`config.mk`:
```
export PLATFORM = sky130hd
export DESIGN_NAME = lut_cfg_sequencer
export DESIGN_NICKNAME = d
export VERILOG_FILES = /design/src/rtl/lut_cfg_pkg.sv /design/src/rtl/cfg_word_assembler.sv /design/src/rtl/lut_cfg_sequencer.sv
export SDC_FILE = /design/constraint.sdc
export NUM_CORES = 1
export LEC_CHECK = 0
export CAP_MARGIN = 40
export CORE_AREA = 5 5 86 88
export CTS_BUF_LIST = sky130_fd_sc_hd__clkbuf_16
export DETAILED_ROUTE_END_ITERATION = 16
export DIE_AREA = 0 0 91 93
export PLACE_DENSITY = 0.62
export SYNTH_ARGS = -nofsm -noshare
export SYNTH_HDL_FRONTEND = slang
export SYNTH_HIERARCHICAL = 1
export SYNTH_SLANG_ARGS = --single-unit
```
`constraint.sdc`:
```
create_clock -name clk -period 2.4 [get_ports clk]
set_input_delay 0.24 -clock clk [delete_from_list [all_inputs] [get_ports clk]]
set_output_delay 0.24 -clock clk [all_outputs]
set_load 0.02 [all_outputs]
```
`src/rtl/lut_cfg_pkg.sv`:
```
// Shared constants and state encoding for the soft-LUT configuration path.
// Used by the sequencer, the LUT column and the CLB top.
package lut_cfg_pkg;

  typedef enum logic [1:0] {
    StIdle   = 2'd0,
    StLoad   = 2'd1,
    StCommit = 2'd2,
    StDone   = 2'd3
  } cfg_state_e;

  localparam int unsigned DefInputs  = 4;
  localparam int unsigned DefWordW   = 8;
  localparam int unsigned DefNumLuts = 4;

  // Image bits per fracturable LUT: two truth tables plus the use_fracture flag.
  function automatic int unsigned cfg_w(input int unsigned inputs);
    return 2 * (32'd1 << inputs) + 1;
  endfunction

  function automatic int unsigned words_per_lut(input int unsigned cfg_width,
                                                input int unsigned word_w);
    return (cfg_width + word_w - 1) / word_w;
  endfunction

endpackage

```
`src/rtl/cfg_word_assembler.sv`:
```
// Word counter plus image register: drops each accepted word into its lane of the
// image, LSB-first, and flags the final word of a LUT.
module cfg_word_assembler
  import lut_cfg_pkg::*;
#(
  parameter int unsigned CFG_W  = 33,
  parameter int unsigned WORD_W = 8,
  localparam int unsigned WPL   = words_per_lut(CFG_W, WORD_W),
  localparam int unsigned CntW  = $clog2(WPL + 1)
) (
  input  logic              clk,
  input  logic              rst_n,
  input  logic              clear_i,
  input  logic              accept_i,
  input  logic [WORD_W-1:0] word_i,
  output logic [CFG_W-1:0]  image_o,
  output logic              last_word_o
);

  logic [CntW-1:0]  word_cnt_q, word_cnt_d;
  logic [CFG_W-1:0] image_q, image_d;
  logic [CFG_W-1:0] word_ext, lane_mask;
  logic [31:0]      lane_off;

  always_comb begin
    last_word_o = accept_i && (word_cnt_q == CntW'(WPL - 1));
    // Lanes shifted past CFG_W fall off, which drops the padding bits of the last word.
    word_ext  = CFG_W'(word_i);
    lane_mask = CFG_W'({WORD_W{1'b1}});
    lane_off  = 32'(word_cnt_q) * WORD_W;
  end

  always_comb begin
    word_cnt_d = word_cnt_q;
    image_d    = image_q;
    if (clear_i) begin
      word_cnt_d = '0;
    end else if (accept_i) begin
      word_cnt_d = last_word_o ? '0 : word_cnt_q + CntW'(1);
      image_d    = (image_q & ~(lane_mask << lane_off)) | (word_ext << lane_off);
    end
  end

  always_ff @(posedge clk or negedge rst_n) begin
    if (!rst_n) begin
      word_cnt_q <= '0;
      image_q    <= '0;
    end else begin
      word_cnt_q <= word_cnt_d;
      image_q    <= image_d;
    end
  end

  assign image_o = image_q;

endmodule

```
`src/rtl/lut_cfg_sequencer.sv`:
```
// Streams LUT images from a valid/ready config port onto the shared config bus and
// strobes each LUT's comb_set in index order; done pulses after the last LUT.
module lut_cfg_sequencer
  import lut_cfg_pkg::*;
#(
  parameter int unsigned INPUTS   = DefInputs,
  parameter int unsigned NUM_LUTS = DefNumLuts,
  parameter int unsigned WORD_W   = DefWordW,
  localparam int unsigned CFG_W   = cfg_w(INPUTS),
  localparam int unsigned IdxW    = $clog2(NUM_LUTS + 1)
) (
  input  logic                clk,
  input  logic                rst_n,
  input  logic                cfg_start,
  input  logic                cfg_abort,
  input  logic [WORD_W-1:0]   cfg_word,
  input  logic                cfg_valid,
  output logic                cfg_ready,
  output logic [CFG_W-1:0]    config_out,
  output logic [NUM_LUTS-1:0] comb_set,
  output logic                busy,
  output logic                done
);

  cfg_state_e      state_q, state_d;
  logic [IdxW-1:0] lut_idx_q, lut_idx_d;
  logic            accept, clear, last_word;

  always_comb begin
    cfg_ready = (state_q == StLoad);
    busy      = (state_q != StIdle);
    done      = (state_q == StDone);
    // A word offered in the same cycle as an abort is not consumed.
    accept    = cfg_ready && cfg_valid && !cfg_abort;
  end

  cfg_word_assembler #(
    .CFG_W  (CFG_W),
    .WORD_W (WORD_W)
  ) u_assembler (
    .clk         (clk),
    .rst_n       (rst_n),
    .clear_i     (clear),
    .accept_i    (accept),
    .word_i      (cfg_word),
    .image_o     (config_out),
    .last_word_o (last_word)
  );

  always_comb begin
    state_d   = state_q;
    lut_idx_d = lut_idx_q;
    clear     = 1'b0;
    comb_set  = '0;
    unique case (state_q)
      StIdle: begin
        if (cfg_start) begin
          state_d   = StLoad;
          lut_idx_d = '0;
        end
      end
      StLoad: begin
        if (cfg_abort) begin
          state_d   = StIdle;
          lut_idx_d = '0;
          clear     = 1'b1;
        end else if (last_word) begin
          state_d = StCommit;
        end
      end
      StCommit: begin
        if (cfg_abort) begin
          state_d   = StIdle;
          lut_idx_d = '0;
          clear     = 1'b1;
        end else begin
          for (int unsigned i = 0; i < NUM_LUTS; i++) begin
            comb_set[i] = (lut_idx_q == IdxW'(i));
          end
          if (lut_idx_q == IdxW'(NUM_LUTS - 1)) begin
            state_d   = StDone;
            lut_idx_d = '0;
          end else begin
            state_d   = StLoad;
            lut_idx_d = lut_idx_q + IdxW'(1);
          end
        end
      end
      StDone: begin
        state_d = StIdle;
      end
      default: begin
        state_d = StIdle;
      end
    endcase
  end

  always_ff @(posedge clk or negedge rst_n) begin
    if (!rst_n) begin
      state_q   <= StIdle;
      lut_idx_q <= '0;
    end else begin
      state_q   <= state_d;
      lut_idx_q <= lut_idx_d;
    end
  end

endmodule

```
==> impl_metrics.py, run 1 <==
metrics = {
    "global_route": {
        "grt_pass1_vias": 1442,
        "antenna_found_initial": 0,
        "overflow": 0,
        "grt_pass1_wl_um": 7800,
        "gr-usage-all-layers_pct": 11.7,
        "grt_max_degree": 36,
    },
    "layout": {
        "area_growth_pct": 41.0,
        "fill_cells": 627,
        "diodes": 0,
        "multi_input_area_um2": 827,
        "drive_above_1_share_pct": 9.13,
        "final_common_cell": "clkdlybuf4s50_1",
        "layout_common_cells": "48 x clkdlybuf4s50_1, 41 x dfrtp_1, 32 x a22o_1, 14 x ha_1, 8 x inv_1",
        "register_area_mm2": 0.00103,
        "fin_nets": 235,
    },
    "floorplan": {
        "rows": 30,
        "io_pins": 53,
        "die-height_um": 93,
        "initial_core_util_pct": 29.0,
        "dieArea_mm2": 0.00846,
        "design.core.area_mm2": 0.00657,
        "die_x_um": 91,
    },
    "routing": {
        "wire_per_inst_um": 16.4,
        "vias": 1369,
        "ant_nets": 0,
        "drt_iter0_drc": 46,
        "first_pass_iters": 4,
        "wirelength_um": 4730,
        "viasPerCell": 4.75,
        "drc": 0,
    },
    "power": {
        "p_leak_nw": 1.27,
        "power_density_mw_per_mm2": 1120,
        "peakVddDrop_uv": 448,
        "report.power.total_w": 0.00302,
    },
    "timing": {
        "setup_violations": 0,
        "rsz0062_at_grt": "true",
        "fmax_mhz": 439,
        "layout_min_cycle_time_ns": 2.28,
        "drv_slew": 0,
        "tightest_slew_ns": 0.448,
        "fin_setup_tns_ns": 0,
        "hold_violations": 0,
        "relSlewSlack_pct": 70.1,
        "finalCritPeriodShare_pct": 94.9,
        "skew_ns": 0.00397,
    },
    "clock_tree": {
        "cts_root_buf": "clkbuf_16",
        "cts_tree": "built",
        "cts-buffers-inserted": 5,
        "clk_path_buf_depth": 2,
        "path_clk_slew_ns": 0.06,
        "clock-sinks": 41,
        "htree_levels": 2,
        "clk-insertion-delay-late_ns": 0.28,
        "post_cts_buffers": 0,
    },
    "placed_design": {
        "dp.final_hpwl_um": 3470,
        "port_buffers": 52,
        "gp_congestion": 0.776,
    },
    "worst_setup_path": {
        "cp_slowest_stage_delay_ns": 0.41,
        "crit_fanout": 8,
        "cp-end-kind": "register",
        "crit_family": "simple AND/OR/NAND/NOR gates",
        "critPathBufInv": 1,
        "crit_slowest_cell": "dfrtp_1",
        "path_cells": "inv_1 -> ha_1 -> nor2b_1 -> and2_1 -> nor3b_2 -> nand2_1 -> a22o_1",
        "startpoint_type": "register",
        "critPathKind": "reg2reg",
        "arrival_ns": 2.44,
        "critical_path_required_ns": 2.57,
    },
    "worst_hold_path": {
        "hold_class": "in2async",
    },
    "synth": {
        "synth.distinct_cells": 30,
        "synthCells": 149,
        "synthesis.area_mm2": 0.00191,
        "yosys_warnings": 6,
        "syn-mean-instance-area_um2": 12.8,
        "synth_nets": 176,
        "yosys_register_bits": 41,
        "yosysSeqAreaShare_pct": 53.8,
    },
    "flow_run": {
        "cap_violations": 0,
    },
    "outcome": {
        "status": "finished, final reports clean",
    },
}
[metrics by stage]
stage | util, % | hold slack (ns) | instance area, um^2 | setup slack [ns] | instances
floorplan | - | -0.0556 | 1910 | 0.205 | 149
global placement | 38.2 | 0.423 | 2510 | 0.176 | 279
detailed placement | 38.5 | 0.0928 | 2530 | 0.105 | 280
CTS | 40.7 | 0.332 | 2680 | 0.0679 | 288
global route | 40.9 | 0.359 | 2690 | -0.0840 | 288
finish | 40.9 | 0.340 | 2690 | 0.123 | 288
[state kept, by name, summed over array words and instances (netlist names)]
signal	cells
lut_idx_q	3
state_q	2
u_assembler/image_o	33
u_assembler/word_cnt_q	3
[cells in the mapped netlist (all sizes together)]
master / number / area share [%]
ha: 14 / 9.2
a22o: 32 / 15
a32o: 1 / 0.53
nand3: 3 / 0.79
o41a: 1 / 0.59
o31ai: 1 / 0.39
and2: 5 / 1.6
mux2i: 1 / 0.53
and4bb: 1 / 0.66
nand2: 5 / 0.99
o21ai: 2 / 0.53
nor2: 6 / 2.9
or4b: 1 / 0.72
a21oi: 3 / 0.79
o41ai: 1 / 0.85
mux2: 2 / 1.2
nor2b: 4 / 1.3
dfrtp: 41 / 54
and3: 4 / 1.3
and2b: 1 / 0.39
inv: 8 / 1.6
buf: 4 / 1.4
nor3b: 3 / 1.4
nand2b: 3 / 0.99
nor3: 2 / 0.79
[cell type report]
class | count | area share, %
inverter | 8 | 1.12
tap | 80 | 3.72
sequential | 41 | 38.2
timing repair buffer | 56 | 21.1
clock inverter | 2 | 0.419
clock buffer | 5 | 4.66
multi-input combinational | 96 | 30.8
[cells by family (layout without fill, tap and decap cells)]
| family | Yosys count | count (layout) | synth area share, % |
|---|---|---|---|
| DFF | 41 | 41 | 53.8 |
| adders and majority gates | 14 | 14 | 9.19 |
| buffers and inverters | 12 | 71 | 2.95 |
| muxes | 3 | 3 | 1.71 |
| and+or+nand+nor | 38 | 38 | 13.9 |
| AOI/OAI and AO/OA | 41 | 41 | 18.4 |
[routing by layer]
metal | wire [um] | vias to the layer above | global-route usage (%)
li1 | - | 668 | -
met1 | 2130 | 665 | 15.3
met2 | 2280 | 30 | 18.4
met3 | 236 | 6 | 3.22
met4 | 80 | 0 | 4.40
met5 | 0 | - | 0
[where the power goes]
| part | internal [W] | switching, W | total [W] |
|---|---|---|---|
| registers | 0.000907 | 0.000149 | 0.00106 |
| clock network | 0.000375 | 0.000259 | 0.000635 |
| logic | 0.000658 | 0.000673 | 0.00133 |
[final timing paths]
check / from / end / slack (ns) / depth (start not counted)
max: state_q[1] / u_assembler/image_o[13] / 0.12 / 7
min: rst_n / u_assembler/image_o[25] / 0.34 / 2
max in group asynchronous: rst_n / lut_idx_q[2] / 1.63 / 3
min reg2reg: u_assembler/image_o[7] / u_assembler/image_o[7] / 0.50 / 1
max reg2reg: state_q[1] / u_assembler/image_o[13] / 0.12 / 7
min in group clk: u_assembler/image_o[7] / u_assembler/image_o[7] / 0.50 / 1
[what timing repair did]
action | 4_1_cts | 5_1_grt
hold buffers | 1 | 0
resized for setup | 0 | 5
endpoints found under the setup margin | 0 | 35
endpoints found under the hold margin | 6 | 0
(Power assumes the default switching activity.)
==> run 2, diff against run 1 <==
--- a/config.mk
+++ b/config.mk
@@ -10,7 +10,8 @@
 export CTS_BUF_LIST = sky130_fd_sc_hd__clkbuf_16
 export DETAILED_ROUTE_END_ITERATION = 16
 export DIE_AREA = 0 0 91 93
-export PLACE_DENSITY = 0.62
+export DONT_BUFFER_PORTS = 1
+export PLACE_DENSITY = 0.52
 export SYNTH_ARGS = -nofsm -noshare
 export SYNTH_HDL_FRONTEND = slang
 export SYNTH_HIERARCHICAL = 1
==> run 2 against run 1 <==
Hold slack worse by 0.25 ns. Register-to-register slack better by 0.04 ns. Routed wire length is 0.44% lower. Final cell count is 17% lower. Flip-flop and latch count stayed put. Setup slack better by 0.043 ns. Maximum frequency is 1.9% higher. Critical path type unchanged.
==> impl_metrics.py, run 2 (synthesized netlist as in run 1, its figures left out) <==
metrics = {
    "routing": {
        "wirelength_um": 4710,
        "drt_iter0_drc": 102,
        "vias": 1211,
        "drc": 0,
        "wire_per_inst_um": 19.8,
        "ant_nets": 0,
        "viasPerCell": 5.09,
        "first_pass_iters": 4,
    },
    "timing": {
        "setup_violations": 0,
        "rsz0062_at_grt": "false",
        "fmax_mhz": 448,
        "holdWs_ns": 0.0912,
        "fin_setup_tns_ns": 0,
        "hold_violations": 0,
        "relSlewSlack_pct": 68.4,
        "skew_ns": 0.00349,
        "layout_min_cycle_time_ns": 2.23,
        "drv_slew": 0,
        "finalCritPeriodShare_pct": 93.1,
        "tightest_slew_ns": 0.473,
    },
    "layout": {
        "final_common_cell": "dfrtp_1",
        "fill_cells": 627,
        "fin_nets": 184,
        "drive_above_1_share_pct": 11.4,
        "layout_common_cells": "41 x dfrtp_1, 32 x a22o_1, 14 x ha_1, 8 x inv_1",
        "register_area_mm2": 0.00103,
        "diodes": 0,
        "multi_input_area_um2": 823,
        "area_growth_pct": 14.1,
        "largest_reg_flops": 33,
    },
    "placed_design": {
        "gp_congestion": 0.812,
        "port_buffers": 0,
        "dp.final_hpwl_um": 3470,
    },
    "clock_tree": {
        "clk_path_buf_depth": 2,
        "htree_levels": 2,
        "clock-sinks": 41,
        "cts-buffers-inserted": 5,
        "post_cts_buffers": 0,
        "path_clk_slew_ns": 0.06,
        "clk-insertion-delay-late_ns": 0.27,
        "cts_root_buf": "clkbuf_16",
        "cts_tree": "built",
    },
    "floorplan": {
        "rows": 30,
        "die-height_um": 93,
        "io_pins": 53,
        "design.core.area_mm2": 0.00657,
        "initial_core_util_pct": 29.0,
        "dieArea_mm2": 0.00846,
        "die_x_um": 91,
    },
    "global_route": {
        "grt_max_degree": 42,
        "overflow": 0,
        "grt_pass1_vias": 1305,
        "antenna_found_initial": 0,
        "gr-usage-all-layers_pct": 10.9,
        "grt_pass1_wl_um": 7310,
    },
    "worst_setup_path": {
        "arrival_ns": 2.40,
        "startpoint_type": "register",
        "crit_fanout": 9,
        "critical_path_required_ns": 2.56,
        "cp-end-kind": "register",
        "critPathKind": "reg2reg",
    },
    "power": {
        "power_density_mw_per_mm2": 1220,
        "p_leak_nw": 1.04,
        "peakVddDrop_uv": 380,
        "report.power.total_w": 0.00264,
    },
    "outcome": {
        "status": "finished, final reports clean",
    },
    "flow_run": {
        "cap_violations": 0,
    },
    "worst_hold_path": {
        "hold_class": "in2reg",
    },
}
## run 2: report_power, final
part | leakage [nW] | switching, W | total (W) | internal (W)
registers | 0.549 | 0.000418 | 0.00132 | 0.000905
logic | 0.422 | 0.000357 | 0.000671 | 0.000314
clock network | 0.0712 | 0.000268 | 0.000649 | 0.000381
## run 2: final cells by class
class                   instances  share of cell area (%)
clock inverters                 3                   0.806
multi-input cells              96                    37.9
flip-flops and latches         41                    47.2
inverters                       8                    1.38
clock buffers                   5                    5.75
repair buffers                  5                    2.42
well taps                      80                    4.60
## run 2: worst max-delay path, stage by stage, from the launching register on
cell	delay (ns)
dfrtp_1	0.41
inv_1	0.12
ha_1	0.17
nor2b_1	0.15
and2_1	0.29
nor3b_2	0.36
nand2_1	0.30
a22o_1	0.31
## run 2: worst paths after layout
kind / start / cells after the start / slack (ns) / end
max in group asynchronous: rst_n / 2 / 1.77 / u_assembler/image_o[2]
min in group asynchronous: rst_n / 2 / 0.42 / lut_idx_q[1]
worst max register to register: state_q[1] / 7 / 0.17 / u_assembler/image_o[15]
worst min register to register: lut_idx_q[1] / 1 / 0.58 / lut_idx_q[1]
worst min-delay path: cfg_word[0] / 1 / 0.09 / u_assembler/image_o[24]
worst max-delay path: state_q[1] / 7 / 0.17 / u_assembler/image_o[15]
## run 2: metrics by stage
step	worst slack [ns]	util [%]	instances	cell area (um^2)
after CTS	0.177	33.1	238	2170
after detailed placement	0.187	30.5	228	2000
after floorplan	0.205	-	149	1910
after global routing	0.0175	33.1	238	2170
after global placement	0.295	30.5	228	2000
final	0.166	33.1	238	2170
## run 2: metal layers
metal / GRT usage, % / vias to the layer above / share of wire [%]
li1: - / 560 / -
met1: 12.7 / 618 / 39
met2: 18.6 / 31 / 53
met3: 3.62 / 2 / 6.8
met4: 3.91 / 0 / 0.79
met5: 0 / - / 0
## run 2: what timing repair did
action / CTS / global route
hold buffers: 2 / 0
hold endpoints to repair: 41 / 0
resized for setup: 0 / 0
